$ cat src/rtl/fifo_rd_stream.sv
// fifo_rd_stream: show-ahead FIFO read adapter with a 2-entry registered skid buffer and a valid/ready output
module fifo_rd_stream #(
  parameter int WIDTH = 16,
  parameter int CNT_W = 16
) (
  input  logic             i_clk,
  input  logic             i_rst,
  input  logic             i_flush,
  input  logic [WIDTH-1:0] i_fifo_rdata,
  input  logic             i_fifo_not_empty,
  output logic             o_fifo_pop,
  output logic             o_valid,
  output logic [WIDTH-1:0] o_data,
  input  logic             i_ready,
  output logic [1:0]       o_level,
  output logic [CNT_W-1:0] o_beat_cnt
);
  typedef enum logic [1:0] {EMPTY = 2'd0, ONE = 2'd1, TWO = 2'd2} state_t;
  state_t state, state_nx;
  logic [WIDTH-1:0] slot0, slot1, slot0_nx, slot1_nx;
  logic [CNT_W-1:0] cnt;
  logic p, c;
  always_ff @(posedge i_clk) begin
    if (i_rst || i_flush) begin
      state <= EMPTY;
      slot0 <= '0;
      slot1 <= '0;
      cnt   <= '0;
    end else begin
      state <= state_nx;
      slot0 <= slot0_nx;
      slot1 <= slot1_nx;
      cnt   <= cnt + CNT_W'(c);
    end
  end
  always_comb begin
    state_nx = state;
    case (state)
      EMPTY:   state_nx = p ? ONE : EMPTY;
      ONE:     state_nx = (p && !c) ? TWO : (!p && c) ? EMPTY : ONE;
      TWO:     state_nx = c ? ONE : TWO;
      default: state_nx = EMPTY;
    endcase
    // pop is never asserted in TWO, so a pop here always lands in slot0 or slot1
    slot0_nx = (p && (state == EMPTY || c)) ? i_fifo_rdata : (state == TWO && c) ? slot1 : slot0;
    slot1_nx = (state == ONE && p && !c) ? i_fifo_rdata : slot1;
  end
  always_comb begin
    o_valid    = state != EMPTY;
    o_level    = state;
    o_fifo_pop = i_fifo_not_empty && !i_flush && !i_rst && state != TWO;
    o_data     = slot0;
    o_beat_cnt = cnt;
    p          = o_fifo_pop;
    c          = o_valid && i_ready;
  end
endmodule

$ cat config.mk
export PLATFORM = sky130hd
export DESIGN_NAME = fifo_rd_stream
export DESIGN_NICKNAME = d
export VERILOG_FILES = /design/src/rtl/fifo_rd_stream.sv
export SDC_FILE = /design/constraint.sdc
export NUM_CORES = 1
export LEC_CHECK = 0
export ABC_AREA = 1
export CAP_MARGIN = 30
export CORE_AREA = 8 8 82 84
export DETAILED_ROUTE_END_ITERATION = 8
export DIE_AREA = 0 0 90 92
export DONT_BUFFER_PORTS = 1
export PLACE_DENSITY = 0.55
export SLEW_MARGIN = 30
export SYNTH_ARGS = -nofsm -noshare
export SYNTH_HDL_FRONTEND = slang
export SYNTH_SLANG_ARGS = --single-unit
export TNS_END_PERCENT = 10
$ cat constraint.sdc
create_clock -name i_clk -period 3.4 [get_ports i_clk]
set_input_delay 0.68 -clock i_clk [delete_from_list [all_inputs] [get_ports i_clk]]
set_output_delay 0.68 -clock i_clk [all_outputs]
set_load 0.005 [all_outputs]
==> results by group, run 1 <==
Clock tree
  • Worst-Skew Late Latency: 0.30 ns
  • Clock sinks: 50
  • Postcts setup bufs: 0
  • Clock buffer depth: 2
  • Root Buffer: clkbuf_8
  • CTS buffer count: 5
  • Clock transition at path regs: 0.08 ns
  • CTS tree: done
  • Post-CTS sizing: 0
  • H-tree levels: 2
  • Hold buffers post-CTS: 0

Yosys
  • Synth warn: 0
  • Seq cells post-synth: 50
  • Yosys cell types: 30
  • Count of flip-flops with a built-in enable after synthesis: 0
  • Post-synthesis sequential area ratio: 42.7%
  • Post-Syn Area: 0.00235 mm2
  • Post-Synthesis Cells: 339
  • Mean Syn Cell Area: 6.92 um2
  • Post-Synthesis Net Count: 363
  • Fraction of registers with async set/reset: 0%
  • Primary FF master, synth: dfxtp_1

Worst setup path
  • Crit path max fanout: 18
  • Startpoint Class: primary input
  • Worst path slowest cell: nor2_4
  • Top cell family by delay on the critical path: simple AND/OR/NAND/NOR gates
  • Buffers & Inverters on Critical Path: 0
  • Cell chain of the critical path: nor2_2 -> nand2_1 -> nor2_4
  • Crit path capture type: output pin
  • Worst EP required: 2.72 ns
  • Critical Path AT: 1.49 ns
  • CP Class: in -> out
  • Slowest stage delay, CP: 0.39 ns

Finish
  • Diode count: 0
  • Synthesis-to-finish area growth: 4.48%
  • Final design utilization: 45.3%
  • Most frequent cells in the layout: nor2_1, nand2_1, dfxtp_1
  • Fill cell count: 593
  • Nets@finish: 361
  • Most common library cell in the layout ignoring fill and taps: nor2_1
  • Share of post-route cells with drive strength above 1: 9.20%

Global routing
  • Largest net degree at the start of global routing: 28
  • Vias in the first global route: 1872
  • Initial antenna violation count: 0
  • Gr usage total: 13.9%
  • First-pass GRT wire length: 9.38 mm
  • Remaining global-route overflow: 0

STA
  • Fin. max-slew vios: 0
  • Final period util: 63.7%
  • Endpoints failing setup: 0
  • Final WS setup: 1.23 ns
  • Slew @ Worst Pin: 0.842 ns
  • Final Hold Fails: 0
  • RSZ-0062 raised after global routing: false
  • Setup TNS: 0 ns
  • Rel. slew slack: 43.5%
  • Fmax: 462 MHz
  • Tmin final: 2.17 ns
  • Clock skew: 0.00757 ns

Place
  • Dpl ws: 1.12 ns
  • DP HPWL: 4.06 mm
  • Gpl congestion: 0.768
  • Number of port buffers: 0

Floorplan
  • # rows: 27
  • Die area: 0.00828 mm2
  • Starting Density: 43.4%
  • Chip height: 92 um
  • I/O pin cnt: 57
  • Die width: 90 um
  • Core area: 0.00541 mm2

Routing
  • Routed vias: 1976
  • DR vias/cell: 4.83
  • DRC: 0
  • Drt initial violations: 99
  • DRT Wirelength: 5.64 mm
  • Routed Antenna Nets: 0
  • Router iterations before antenna repair: 4
  • WL/cell: 13.8 um

Pwr
  • VDD IR max: 229 uV
  • Leak Pwr: 0.866 nW
  • Pwr Density: 393 mW/mm2

Job
  • Max cap viols: 0

Status
  • Status: completed

Hold path
  • HP Class: reg -> reg
-- metrics by stage --
stage               area, um2  power (mW)  cells  hold WS [ns]
floorplan                2350       0.642    339         0.455
global placement         2370       0.650    402         0.464
detailed placement       2370       0.650    402         0.472
CTS                      2450       0.980    409         0.492
global route             2450        1.01    409         0.507
finish                   2450       0.964    409         0.488
-- synth_stat cells (2+ instances only) --
cell      number  area [um2]
o21ai_0       23         115
nor3_1         2        10.0
nand4_1        2        12.5
inv_1         36         135
dfxtp_1       50        1000
nor2_2        14        87.6
nand3_1       26         130
inv_4          2        12.5
inv_2          2        7.51
nor2_1        85         319
buf_4          2        15.0
clkbuf_1       5        18.8
xnor2_1        2        17.5
nand2_1       58         218
a21oi_1       12        60.1
nor2_4         2        22.5
ha_1           3        37.5
-- final cells by class --
cell class / count / area (um2) / area share [%]
timing repair buffer: 1 / 7.51 / 0.306
clock buffer: 7 / 76.3 / 3.11
sequential: 50 / 1000 / 40.8
multi-input combinational: 238 / 1120 / 45.6
inverter: 41 / 159 / 6.48
tap: 72 / 90.1 / 3.68
-- per-layer routing --
layer	share of wire [%]	vias up	routed length [um]	global-route usage, %
li1	-	1044	-	-
met1	43	884	2410	15.6
met2	47	43	2640	22.9
met3	9.6	5	542	6.44
met4	0.94	0	53	4.16
met5	0	-	0	0
-- report_power, final --
part           switching (mW)  internal, mW
sequential            0.00303         0.588
clock                   0.186         0.142
combinational          0.0319        0.0125
-- tightest hold or removal path: cells and delay by family (launching register included) --
family | cells | cell delay, ns
DFF | 1 | 0.33
and+or+nand+nor | 2 | 0.13
-- worst paths after layout --
check                                      startpoint                   endpoint  slack, ns  cells past startpoint
worst max-delay path                          i_flush                 o_fifo_pop       1.23                      3
worst max register to register  o_level[0]$_SDFF_PP0_  o_beat_cnt[13]$_SDFF_PP0_       1.34                      8
worst min register to register  slot1[0]$_SDFFE_PP0P_      slot1[0]$_SDFFE_PP0P_       0.49                      2
worst min-delay path            slot1[0]$_SDFFE_PP0P_      slot1[0]$_SDFFE_PP0P_       0.49                      2
-- logic make-up after synthesis --
logic type                 after synthesis  share of synthesized area (%)
and+or+nand+nor                        196                           37.2
buffers and inverters                   51                           9.71
DFF                                     50                           42.7
AOI/OAI and AO/OA                       37                           8.05
adders and majority gates                3                           1.60
xor gates and xnor gates                 2                          0.747
-- sequential cells by signal (all words and copies together) (netlist names) --
signal and cells:
o_beat_cnt 16, o_data 16, o_level 2, slot1 16
(Power assumes the default switching activity.)
==> run 2, diff against run 1 <==
clock period = 2 ns   (was 3.4 ns; I/O delays follow)
==> run 2 against run 1 <==
Against the previous run: clock power is 85% higher; setup slack lost 0.95 ns; flip-flop and latch count unchanged; non-clock buffer count up 8; power increased by 76%; clock skew fell by 0.0010 ns; critical path type is now reg -> reg.
==> results by group, run 2 (synthesized netlist as in run 1, its figures left out) <==
Worst setup path
  • Crit path capture type: flip-flop
  • R2r startpoint: o_level[1]$_SDFF_PP0_
  • Worst EP required: 2.19 ns (-0.53 ns)
  • R2R cell count: 9 (+1)
  • Worst r2r dst: o_beat_cnt[12]$_SDFF_PP0_
  • Crit path from: o_level[1]$_SDFF_PP0_
  • Critical Path AT: 1.91 ns (+0.42 ns)
  • R2R setup slack: 0.28 ns (-1.06 ns)
  • CP Class: reg -> reg
  • Startpoint Class: flip-flop
  • Crit path max fanout: 4 (-14)

Place
  • Dpl ws: 0.199 ns (-0.919 ns)
  • Gpl congestion: 0.808 (+5.3%)
  • Post-DP Area: 0.00243 mm2 (+2.5%)
  • DP HPWL: 4.11 mm (+1.4%)
  • Number of port buffers: 0 (unchanged)

Floorplan
  • # rows: 27 (unchanged)
  • Starting Density: 43.4% (unchanged)
  • Die area: 0.00828 mm2 (unchanged)
  • Core area: 0.00541 mm2 (unchanged)
  • I/O pin cnt: 57 (unchanged)
  • Die width: 90 um (unchanged)
  • Chip height: 92 um (unchanged)

STA
  • Fin. max-slew vios: 0 (unchanged)
  • Slew @ Worst Pin: 0.349 ns (-0.493 ns)
  • Rel. slew slack: 76.7% (+33 points)
  • Endpoints failing setup: 0 (unchanged)
  • Clock skew: 0.00656 ns (-0.00101 ns)
  • RSZ-0062 raised after global routing: false
  • Final Hold Fails: 0 (unchanged)
  • Final WS setup: 0.280 ns (-0.955 ns)
  • Setup TNS: 0 ns (unchanged)
  • Tmin final: 1.72 ns
  • Final period util: 86.0%
  • Fmax: 581 MHz

Pwr
  • Pint: 1.30 mW (+76%)
  • Clk pwr share: 35.8% (+1.8 points)
  • P_sw: 0.387 mW (+75%)
  • Pwr Density: 669 mW/mm2 (+70%)
  • VDD IR max: 268 uV (+17%)
  • Flop pwr share: 59.3% (-2.1 points)
  • Leak Pwr: 0.914 nW (+5.6%)
  • Combinational Power Share: 4.8% (+0.2 points)
  • Sw frac: 22.9% (-0.025 points)
  • Tot Pwr: 1.69 mW (+76%)

Clock tree
  • Clock transition at path regs: 0.09 ns (about the same)
  • CTS buffer count: 5 (unchanged)
  • Hold buffers post-CTS: 0 (unchanged)
  • Clock buffer depth: 2 (unchanged)
  • Clock sinks: 50 (unchanged)
  • Root Buffer: clkbuf_8
  • H-tree levels: 2 (unchanged)
  • Worst-Skew Late Latency: 0.30 ns (about the same)
  • CTS tree: done

Status
  • Status: completed

Routing
  • DRT Wirelength: 5.66 mm (+0.23%)
  • DRC: 0 (unchanged)
  • Router iterations before antenna repair: 4 (unchanged)
  • Routed Antenna Nets: 0 (unchanged)
  • Drt initial violations: 87 (-12%)
  • Routed vias: 1978 (+0.10%)
  • WL/cell: 13.5 um (-1.9%)
  • DR vias/cell: 4.73 (-2.1%)

Global routing
  • Gr usage total: 14.1% (+0.25 points)
  • GR Layer Usage met1: 16.4% (+0.71 points)
  • Met2 GRT Util: 23.9% (+0.98 points)
  • Largest net degree at the start of global routing: 24 (-14%)
  • Vias in the first global route: 1960 (+4.7%)
  • First-pass GRT wire length: 9.57 mm (+2.1%)
  • Remaining global-route overflow: 0 (unchanged)
  • Initial antenna violation count: 0 (unchanged)
  • Global routing's busiest layer: met2
  • Met3 usage: 4.48% (-2.0 points)

Finish
  • Final std cell area, no fill: 0.00253 mm2 (+3.2%)
  • Most frequent cells in the layout: nor2_1, nand2_1, dfxtp_1
  • Share of post-route cells with drive strength above 1: 12.1% (+2.9 points)
  • Fill cell count: 569 (-4.0%)
  • Synthesis-to-finish area growth: 7.79%
  • Seq. cell area: 0.00100 mm2 (unchanged)
  • Nets@finish: 369 (+2.2%)
  • Most common library cell in the layout ignoring fill and taps: nor2_1
  • Diode count: 0 (unchanged)
  • Multi-input logic area: 0.00112 mm2 (+0.22%)

Hold path
  • Hold path depth: 2 (unchanged)
  • Hold Path Sink: slot1[9]$_SDFFE_PP0P_
  • Hold_sp: i_fifo_rdata[9]
  • HP Class: in -> reg

Job
  • Max cap viols: 0 (unchanged)
run 2: cell types whose count changed in the layout (fill, tap and decap cells not counted):
cell      delta
nor2_1       -1
nor2_2       +1
buf_4        +8
clkinv_2     +1
clkbuf_1     -1
clkbuf_8     +1
run 2: worst max-delay path, cell delays in order (launching register included):
cell     delay, ns
dfxtp_1       0.41
nor2_1        0.08
nor2_1        0.14
ha_1          0.19
ha_1          0.16
nand3_1       0.12
nor2_2        0.18
nand3_1       0.11
o21ai_0       0.16
a21oi_1       0.05
run 2: cell type report:
type	instances	share of cell area (%)
inverter	41	6.28
multi-input combinational	238	44.3
clock inverter	1	0.198
tap	72	3.56
clock buffer	7	3.41
sequential	50	39.6
timing repair buffer	9	2.67
run 2: worst max-delay path by stage:
| stage | endpoint | slack, ns |
|---|---|---|
| after floorplan | o_beat_cnt[12]$_SDFF_PP0_ | 0.28 |
| after global placement | o_beat_cnt[12]$_SDFF_PP0_ | 0.23 |
| after detailed placement | o_beat_cnt[12]$_SDFF_PP0_ | 0.20 |
| after CTS | o_beat_cnt[12]$_SDFF_PP0_ | 0.19 |
| after global routing | o_beat_cnt[12]$_SDFF_PP0_ | 0.05 |
| final | o_beat_cnt[12]$_SDFF_PP0_ | 0.28 |
run 2: what timing repair did:
item,4_1_cts,5_1_grt
endpoints found under the setup margin,0,1
gates resized for setup,0,1
setup buffers,0,0
run 2: power groups by stage:
stage | Combinational (mW) | Clock [mW] | Sequential [mW]
4_1_cts | 0.0837 | 0.637 | 1.00
6_report | 0.0820 | 0.606 | 1.00
5_1_grt | 0.0950 | 0.668 | 1.00
2_1_floorplan | 0.0649 | 0 | 1.03
3_5_place_dp | 0.0834 | 0 | 1.03
3_3_place_gp | 0.0826 | 0 | 1.03
run 2: per-layer routing:
layer	up-vias	wire length (um)
met2	40	2620
met5	-	0
met3	7	403
met4	0	70
li1	1065	-
met1	866	2570
run 2: through the flow:
stage	std cells	hold slack, ns	utilization [%]
floorplan	339	0.455	-
global placement	410	0.463	45.0
detailed placement	410	0.472	45.0
CTS	418	0.252	46.7
global route	418	0.264	46.8
finish	418	0.261	46.8
==> run 3, diff against run 2 <==
MAX_ROUTING_LAYER = met4   (was default)
==> run 3 against run 2 <==
Against the previous run: sequential share of layout area unchanged; final area stayed put; worst hold slack improved by 0.00066 ns; first-iteration DRC count shrank 18%; power shrank 0.12%; largest power group unchanged; utilization unchanged; highest routed layer unchanged; count of clock-buffer cells in the layout is the same; clock power about the same; global-route usage rose by 0.51 points; setup slack better by 0.0017 ns.
==> results by group, run 3 (synthesized netlist as in run 1, its figures left out) <==
STA
  • Final period util: 85.9% (-0.086 points)
  • Final Hold Fails: 0 (unchanged)
  • Fmax: 582 MHz (+0.10%)
  • Fin. max-slew vios: 0 (unchanged)
  • Clock skew: 0.00587 ns (-0.000692 ns)
  • Tmin final: 1.72 ns (-0.00172 ns)
  • Rel. slew slack: 77.0% (+0.36 points)
  • Setup TNS: 0 ns (unchanged)
  • Slew @ Worst Pin: 0.344 ns (-0.00537 ns)
  • Endpoints failing setup: 0 (unchanged)
  • Hold_ws: 0.262 ns (+0.000657 ns)
  • RSZ-0062 raised after global routing: false

Worst setup path
  • Crit path max fanout: 4 (unchanged)
  • Worst EP required: 2.19 ns (about the same)
  • R2R cell count: 9 (unchanged)
  • Critical Path AT: 1.91 ns (about the same)
  • CP Class: reg -> reg
  • Crit path capture type: flip-flop
  • Startpoint Class: flip-flop

Routing
  • WL/cell: 13.5 um (-0.30%)
  • Router iterations before antenna repair: 4 (unchanged)
  • Routed vias: 1984 (+0.30%)
  • DR vias/cell: 4.75 (+0.30%)
  • DRT Wirelength: 5.64 mm (-0.30%)
  • DRC: 0 (unchanged)
  • Routed Antenna Nets: 0 (unchanged)
  • Drt initial violations: 71 (-18%)

Floorplan
  • Chip height: 92 um (unchanged)
  • Die area: 0.00828 mm2 (unchanged)
  • Starting Density: 43.4% (unchanged)
  • Core area: 0.00541 mm2 (unchanged)
  • # rows: 27 (unchanged)
  • Die width: 90 um (unchanged)
  • I/O pin cnt: 57 (unchanged)

Place
  • Gpl congestion: 0.820 (+1.4%)
  • DP HPWL: 4.11 mm (unchanged)
  • Number of port buffers: 0 (unchanged)

Pwr
  • VDD IR max: 268 uV (about the same)
  • Pwr Density: 668 mW/mm2 (-0.12%)
  • Leak Pwr: 0.914 nW (unchanged)
  • Tot Pwr: 1.69 mW (-0.12%)

Finish
  • Most common library cell in the layout ignoring fill and taps: nor2_1
  • Fill cell count: 569 (unchanged)
  • Share of post-route cells with drive strength above 1: 12.1% (unchanged)
  • Synthesis-to-finish area growth: 7.79% (unchanged)
  • Nets@finish: 369 (unchanged)
  • Diode count: 0 (unchanged)
  • Final design utilization: 46.8% (unchanged)
  • Most frequent cells in the layout: nor2_1, nand2_1, dfxtp_1

Global routing
  • Vias in the first global route: 1940 (-1.0%)
  • First-pass GRT wire length: 9.61 mm (+0.43%)
  • Largest net degree at the start of global routing: 24 (unchanged)
  • Initial antenna violation count: 0 (unchanged)
  • Gr usage total: 14.6% (+0.51 points)
  • Remaining global-route overflow: 0 (unchanged)

Clock tree
  • Hold buffers post-CTS: 0 (unchanged)
  • Clock transition at path regs: 0.09 ns (about the same)
  • Worst-Skew Late Latency: 0.30 ns (about the same)
  • H-tree levels: 2 (unchanged)
  • Clock buffer depth: 2 (unchanged)
  • Postcts setup bufs: 0 (unchanged)
  • Post-CTS sizing: 0 (unchanged)
  • Root Buffer: clkbuf_8
  • CTS tree: done
  • CTS buffer count: 5 (unchanged)
  • Clock sinks: 50 (unchanged)

Status
  • Status: completed

Job
  • Max cap viols: 0 (unchanged)

Hold path
  • Hold path depth: 2 (unchanged)
  • HP Class: in -> reg
==> run 3: cell counts in the layout (fill, tap and decap cells not counted) <==
Identical to the previous run, type by type.
==> run 3: per-layer routing <==
metal / up-vias / global-route usage [%] / share of wire, %
met5: - / - / 0
met4: 0 / 5.27 / 1.2
met3: 7 / 3.75 / 6.7
met2: 42 / 23.9 / 47
met1: 869 / 17.1 / 45
li1: 1066 / - / -
==> run 3: through the flow <==
stage | setup slack [ns] | instances | area (um2)
finish | 0.282 | 418 | 2530
global route | 0.0500 | 418 | 2530
CTS | 0.187 | 418 | 2530
detailed placement | 0.199 | 410 | 2430
global placement | 0.227 | 410 | 2430
floorplan | 0.279 | 339 | 2350
==> run 3: worst max-delay path, stage by stage, from the launching register on <==
cell     delay, ns
dfxtp_1       0.41
nor2_1        0.08
nor2_1        0.14
ha_1          0.19
ha_1          0.16
nand3_1       0.12
nor2_2        0.18
nand3_1       0.11
o21ai_0       0.16
a21oi_1       0.05
==> run 3: layout make-up <==
cell class	count	area (um2)	share of cell area (%)
multi-input cells	238	1120	44.3
flip-flops and latches	50	1000	39.6
clock inverters	1	5.00	0.198
clock buffers	7	86.3	3.41
well taps	72	90.1	3.56
repair buffers	9	67.6	2.67
inverters	41	159	6.28
==> run 3: worst paths after layout <==
path	from	endpoint	slack (ns)
setup / recovery	o_level[1]$_SDFF_PP0_	o_beat_cnt[12]$_SDFF_PP0_	0.28
hold / removal	i_fifo_rdata[9]	slot1[9]$_SDFFE_PP0P_	0.26
setup reg to reg	o_level[1]$_SDFF_PP0_	o_beat_cnt[12]$_SDFF_PP0_	0.28
hold reg to reg	slot1[1]$_SDFFE_PP0P_	slot1[1]$_SDFFE_PP0P_	0.49
==> run 3: power breakdown <==
group	leakage, nW	internal [mW]	switching, mW
sequential	0.403	1.00	0.00387
clock	0.0482	0.280	0.324
combinational	0.463	0.0249	0.0570
